[src/rtl/fetch_unit_if.sv]
// Fetch-stage bundle: control in, instruction-memory bus, and the IF/ID register view.
interface fetch_unit_if #(
    parameter int ADDR_W = 8
);
    logic              stall;
    logic              redirect;
    logic [31:0]       redirect_target;
    logic [ADDR_W-1:0] imem_addr;
    logic [31:0]       imem_data;
    logic [31:0]       pc_out;
    logic [31:0]       ifid_pc;
    logic [31:0]       ifid_pc_plus4;
    logic [31:0]       ifid_instr;
    logic              ifid_valid;
    logic              halted;
    logic              fetch_fault;

    modport master (
        input  stall, redirect, redirect_target, imem_data,
        output imem_addr, pc_out, ifid_pc, ifid_pc_plus4, ifid_instr,
               ifid_valid, halted, fetch_fault
    );

    modport slave (
        output stall, redirect, redirect_target, imem_data,
        input  imem_addr, pc_out, ifid_pc, ifid_pc_plus4, ifid_instr,
               ifid_valid, halted, fetch_fault
    );
endinterface

[src/rtl/fetch_unit.sv]
// RV32I fetch: PC + IF/ID register, zero-latency imem read captured on the same edge.
// Stall holds PC and IF/ID; redirect overrides stall/halt and inserts a bubble.
module fetch_unit #(
    parameter logic [31:0] RESET_PC  = 32'h0000_0000,
    parameter int          ADDR_W    = 8,
    parameter int          MEM_WORDS = 71,
    parameter logic [31:0] NOP_INSTR = 32'h0000_0013
) (
    input logic          clk,
    input logic          rst,
    fetch_unit_if.master bus
);
    typedef enum logic [1:0] {
        ST_RUN,
        ST_HALT,
        ST_FAULT
    } state_t;

    typedef struct packed {
        logic [31:0] pc;
        logic [31:0] pc_plus4;
        logic [31:0] instr;
        logic        valid;
    } ifid_t;

    state_t      state_q, state_nxt;
    logic [31:0] pc_q, pc_nxt;
    ifid_t       ifid_q, ifid_nxt;

    logic exc;
    logic oor;
    logic unused_tgt_bits;

    assign exc = (bus.imem_data == 32'h0000_0073) || (bus.imem_data == 32'h0010_0073);
    assign oor = {2'b00, pc_q[31:2]} >= 32'(MEM_WORDS);
    assign unused_tgt_bits = ^bus.redirect_target[1:0];

    always_ff @(posedge clk) begin
        if (rst) begin
            state_q <= ST_RUN;
            pc_q    <= RESET_PC;
            ifid_q  <= '{pc: 32'd0, pc_plus4: 32'd4, instr: NOP_INSTR, valid: 1'b0};
        end else begin
            state_q <= state_nxt;
            pc_q    <= pc_nxt;
            ifid_q  <= ifid_nxt;
        end
    end

    always_comb begin
        state_nxt = state_q;
        pc_nxt    = pc_q;
        ifid_nxt  = ifid_q;
        if (bus.redirect) begin
            // A halting instruction may sit on a wrong path, so redirect always restarts fetch.
            pc_nxt         = {bus.redirect_target[31:2], 2'b00};
            ifid_nxt.instr = NOP_INSTR;
            ifid_nxt.valid = 1'b0;
            state_nxt      = ST_RUN;
        end else if (bus.stall) begin
            state_nxt = state_q;
        end else if (state_q != ST_RUN) begin
            ifid_nxt.instr = NOP_INSTR;
            ifid_nxt.valid = 1'b0;
        end else if (oor) begin
            ifid_nxt.instr = NOP_INSTR;
            ifid_nxt.valid = 1'b0;
            state_nxt      = ST_FAULT;
        end else begin
            ifid_nxt = '{pc: pc_q, pc_plus4: pc_q + 32'd4, instr: bus.imem_data, valid: 1'b1};
            pc_nxt   = pc_q + 32'd4;
            if (exc) begin
                state_nxt = ST_HALT;
            end
        end
    end

    assign bus.imem_addr     = pc_q[ADDR_W+1:2];
    assign bus.pc_out        = pc_q;
    assign bus.ifid_pc       = ifid_q.pc;
    assign bus.ifid_pc_plus4 = ifid_q.pc_plus4;
    assign bus.ifid_instr    = ifid_q.instr;
    assign bus.ifid_valid    = ifid_q.valid;
    assign bus.halted        = (state_q != ST_RUN);
    assign bus.fetch_fault   = (state_q == ST_FAULT);
endmodule
[src/flat_wrapper.sv]
// flat-port wrapper written by rule: the top's interface ports become plain ports
module fetch_unit_flat 
#(
    parameter logic [31:0] RESET_PC  = 32'h0000_0000,
    parameter int          ADDR_W    = 8,
    parameter int          MEM_WORDS = 71,
    parameter logic [31:0] NOP_INSTR = 32'h0000_0013
)
  (clk, rst, bus_stall, bus_redirect, bus_redirect_target, bus_imem_data, bus_imem_addr, bus_pc_out, bus_ifid_pc, bus_ifid_pc_plus4, bus_ifid_instr, bus_ifid_valid, bus_halted, bus_fetch_fault);
  fetch_unit_if #(.ADDR_W(ADDR_W)) bus_i ();
  input logic clk;
  input logic rst;
  input wire logic [$bits(bus_i.stall)-1:0] bus_stall;
  input wire logic [$bits(bus_i.redirect)-1:0] bus_redirect;
  input wire logic [$bits(bus_i.redirect_target)-1:0] bus_redirect_target;
  input wire logic [$bits(bus_i.imem_data)-1:0] bus_imem_data;
  output wire logic [$bits(bus_i.imem_addr)-1:0] bus_imem_addr;
  output wire logic [$bits(bus_i.pc_out)-1:0] bus_pc_out;
  output wire logic [$bits(bus_i.ifid_pc)-1:0] bus_ifid_pc;
  output wire logic [$bits(bus_i.ifid_pc_plus4)-1:0] bus_ifid_pc_plus4;
  output wire logic [$bits(bus_i.ifid_instr)-1:0] bus_ifid_instr;
  output wire logic [$bits(bus_i.ifid_valid)-1:0] bus_ifid_valid;
  output wire logic [$bits(bus_i.halted)-1:0] bus_halted;
  output wire logic [$bits(bus_i.fetch_fault)-1:0] bus_fetch_fault;
  assign bus_i.stall = bus_stall;
  assign bus_i.redirect = bus_redirect;
  assign bus_i.redirect_target = bus_redirect_target;
  assign bus_i.imem_data = bus_imem_data;
  assign bus_imem_addr = bus_i.imem_addr;
  assign bus_pc_out = bus_i.pc_out;
  assign bus_ifid_pc = bus_i.ifid_pc;
  assign bus_ifid_pc_plus4 = bus_i.ifid_pc_plus4;
  assign bus_ifid_instr = bus_i.ifid_instr;
  assign bus_ifid_valid = bus_i.ifid_valid;
  assign bus_halted = bus_i.halted;
  assign bus_fetch_fault = bus_i.fetch_fault;
  fetch_unit #(.RESET_PC(RESET_PC), .ADDR_W(ADDR_W), .MEM_WORDS(MEM_WORDS), .NOP_INSTR(NOP_INSTR)) u_core (.clk(clk), .rst(rst), .bus(bus_i));
endmodule
[config.mk]
export PLATFORM = sky130hd
export DESIGN_NAME = fetch_unit_flat
export DESIGN_NICKNAME = d
export VERILOG_FILES = /design/src/rtl/fetch_unit_if.sv /design/src/rtl/fetch_unit.sv /design/src/flat_wrapper.sv
export SDC_FILE = /design/constraint.sdc
export NUM_CORES = 1
export LEC_CHECK = 0
export CAP_MARGIN = 20
export CORE_MARGIN = 5
export CORE_UTILIZATION = 50
export DETAILED_ROUTE_END_ITERATION = 7
export DONT_BUFFER_PORTS = 1
export PLACE_DENSITY = 0.71
export SLEW_MARGIN = 40
export SYNTH_ARGS = -nofsm -noshare
export SYNTH_HDL_FRONTEND = slang
export SYNTH_SLANG_ARGS = --single-unit
[constraint.sdc]
create_clock -name clk -period 3.82 [get_ports clk]
set_input_delay 1.146 -clock clk [delete_from_list [all_inputs] [get_ports clk]]
set_output_delay 1.146 -clock clk [all_outputs]
set_load 0.02 [all_outputs]
==> impl_metrics.tcl <==
set metrics [dict create \
    dr.first_iter.drc_count 101 \
    p_leak_nw 1.92 \
    switchingPower_w 0.000735 \
    gpl.final_weighted_congestion 0.764 \
    ys.warnings.count 0 \
    synth.largest_area_cell "sky130_fd_sc_hd__dfxtp_1" \
    grt_max_degree 49 \
    htreeDepth 4 \
    final_tns_setup_ns 0 \
    cp.required_ns 4.21 \
    power.total_w 0.00299 \
    cts_repair_resize_count 0 \
    crit_chain "ha_1, a2111oi_2, nor2_1, nor4_4, buf_4, a211oi_1, a2111oi_2" \
    worst-slew-pin-transition_ns 0.674 \
    final_cell_count_no_fill 540 \
    cts_num_sinks 125 \
    hold_viol 0 \
    core_area_sq_mm 0.00876 \
    grt_pass1_wl_um 15600 \
    outcome "finished, final reports clean" \
    portBuffers 0 \
    route.vias.total 2988 \
    worst-path-max-fanout 45 \
    synth_area_sq_mm 0.00451 \
    fp.dieArea_sq_mm 0.0110 \
    max_cap_viol_count 0 \
    multiInputGateArea_sq_mm 0.00173 \
    sw_frac_of_total_pct 24.6 \
    post_cts.repair.setup_buffers 0 \
    netlist.area_leader.share_pct 55.5 \
    critical_path_top_delay_cell "sky130_fd_sc_hd__dfxtp_1" \
    drt.antenna.violating_nets 0 \
    cts_tree "done" \
    max_slew_headroom_pct 55.0 \
    clk_path_buf_depth 2 \
    cts_made_buffers 17 \
    post_synth.cell_area_avg_sq_um 10.4 \
    fin_nets 488 \
    cp_data_arrival_time_ns 3.12 \
    netlist-cell-type-count 38 \
    layout_min_cycle_time_ns 2.73 \
    dpl.cell_count 508 \
    synth.ff_latch_count 125 \
    synthesis.instances 432 \
    top_level_ports 207 \
    clk-insertion-delay-late_ns 0.50 \
    final.hold.worst_slack_ns 0.556 \
    floorplan.rows 34 \
    synth-main-ff-cell "sky130_fd_sc_hd__dfxtp_1" \
    unrepaired_setup_endpoints_after_global_routing "false" \
    detail_route.first_pass.iterations 5 \
    finalWirelength_um 9930 \
    globalRoute.totalOverflow 0 \
    overall_global_routing_usage_pct 17.6 \
    hold_buffers 0 \
    detail_route.vias_per_cell 5.53 \
    synth.yosys.seq_area_share_pct 55.5 \
    critPathMaxStageDelay_ns 0.49 \
    path_delay_family "compound AO/OA/AOI/OAI gates" \
    timing.fmax_mhz 367 \
    n_diodes 0 \
    synth_async_sr_flop_share_pct 0 \
    wl_per_cell_um 18.4 \
    final_max_slew_viol_count 0 \
    start_util_pct 51.4 \
    setup-violations-final 0 \
    min_path_type "flop to flop" \
    crit_path_frequent_cell "sky130_fd_sc_hd__a2111oi_2" \
    cts.root.buffer_cell "sky130_fd_sc_hd__clkbuf_8" \
    drt_drc 0 \
    detailedPlacementHpwl_um 6940 \
    die-height_um 105 \
    skew_ns 0.00937 \
    nFillCells 738 \
    fin_crit_sh_pct 71.4 \
    endpoint_kind "flop" \
    crit_path_start_kind "flop" \
    netlist_top_cells_area "sky130_fd_sc_hd__dfxtp_1, sky130_fd_sc_hd__mux2i_1, sky130_fd_sc_hd__and2_1" \
    clkTransAtPathRegs_ns 0.06 \
    vdd.ir_drop.worst_mv 0.372 \
    comb_power_share_pct 3.4 \
    postLayoutCoreUtil_pct 57.1 \
    register_area_sq_mm 0.00250 \
    type_of_the_setup_path_with_the_least_slack "flop to flop" \
    die_x_um 105 \
    clock_power_share_pct 50.6 \
    initial_antenna_violation_count 0 \
    area_growth_syn_to_layout_pct 11.0 \
    proportion_of_power_drawn_by_flip_flops_and_latches_pct 46.0 \
    internal_power_w 0.00225 \
    grt_pass1_vias 2955 \
    cellPowerDensity_mw_per_mm2 598 \
    worst-path-buf-inv 1 \
    drive_gt1_share_pct 11.3 \
    synth_edf_count 0 \
]
-- sequential cells by signal, indices dropped and copies added, names as in the netlist --
| signal | flops |
|---|---|
| u_core.bus.ifid_instr | 32 |
| u_core.bus.ifid_pc | 30 |
| u_core.bus.ifid_pc_plus4 | 30 |
| u_core.bus.pc_out | 30 |
| u_core.state_q | 2 |
| u_core.bus.ifid_valid | 1 |
-- power by group through the flow --
stage / Combinational (W) / Clock, W / Sequential, W
floorplan: 0.000119 / 0 / 0.00140
global placement: 0.0000993 / 0 / 0.00140
detailed placement: 0.000102 / 0 / 0.00141
CTS: 0.000103 / 0.00154 / 0.00138
global route: 0.000114 / 0.00161 / 0.00138
finish: 0.000102 / 0.00151 / 0.00138
-- placed cells by master (no fill, tap or decap), drive strengths merged, types with 4 or more instances in the layout --
cell type	count
a2111oi	5
a211oi	10
a22oi	29
and2	46
and3	4
and4b	4
buf	5
clkbuf	18
conb	6
dfxtp	125
inv	15
mux2i	30
nor2	70
nor2b	8
nor3	7
nor4	11
o21ai	5
xnor2	5
-- per-stage QoR --
| step | instance area [sq um] | setup WS [ns] |
|---|---|---|
| 3_5_place_dp | 4440 | 1.09 |
| 3_3_place_gp | 4430 | 1.02 |
| 6_report | 5000 | 1.09 |
| 2_1_floorplan | 4520 | 1.22 |
| 4_1_cts | 5000 | 1.10 |
| 5_1_grt | 5000 | 0.961 |
-- layout make-up --
| class | instances | area share (%) |
|---|---|---|
| clock buffers | 18 | 8.36 |
| flip-flops and latches | 125 | 50.0 |
| repair buffers | 5 | 0.751 |
| clock inverters | 14 | 2.95 |
| multi-input cells | 263 | 34.7 |
| inverters | 7 | 0.525 |
| well taps | 108 | 2.70 |
-- cell usage after synthesis (7+ instances only) --
cell type,number
sky130_fd_sc_hd__nor2_1,70
sky130_fd_sc_hd__clkbuf_1,15
sky130_fd_sc_hd__a22oi_1,27
sky130_fd_sc_hd__nor2b_1,8
sky130_fd_sc_hd__inv_1,7
sky130_fd_sc_hd__buf_4,16
sky130_fd_sc_hd__mux2i_1,30
sky130_fd_sc_hd__nor4_1,10
sky130_fd_sc_hd__dfxtp_1,125
sky130_fd_sc_hd__nor3_1,7
sky130_fd_sc_hd__a211oi_1,10
sky130_fd_sc_hd__and2_1,46
-- routing by layer --
metal	global-route usage (%)	vias up	wire [um]
met3	11.4	6	1340
met4	5.66	0	87
met1	19.5	1381	3830
li1	-	1445	-
met2	27.6	156	4670
met5	0	-	0
-- cell families after synthesis --
group | count (synthesis) | share of synthesized area (%)
other | 1 | 0.0832
buffers and inverters | 49 | 6.66
multiplexers | 30 | 6.66
XOR/XNOR | 6 | 1.17
flip-flops | 125 | 55.5
AND/OR/NAND/NOR | 163 | 19.2
adder cells (fa/ha/maj) | 1 | 0.278
AO/OA/AOI/OAI | 57 | 10.4
-- path summary, 6_finish.rpt --
kind,from,to,slack (ns),cells after the start
setup / recovery,u_core.bus.pc_out[3]$_SDFFE_PP0P_,u_core.bus.pc_out[4]$_SDFFE_PP0P_,1.09,7
setup reg to reg,u_core.bus.pc_out[3]$_SDFFE_PP0P_,u_core.bus.pc_out[4]$_SDFFE_PP0P_,1.09,7
hold / removal,u_core.state_q[1]$_SDFFE_PP0P_,u_core.state_q[1]$_SDFFE_PP0P_,0.56,1
hold reg to reg,u_core.state_q[1]$_SDFFE_PP0P_,u_core.state_q[1]$_SDFFE_PP0P_,0.56,1
Note: power is estimated with default switching activity, not from simulation.
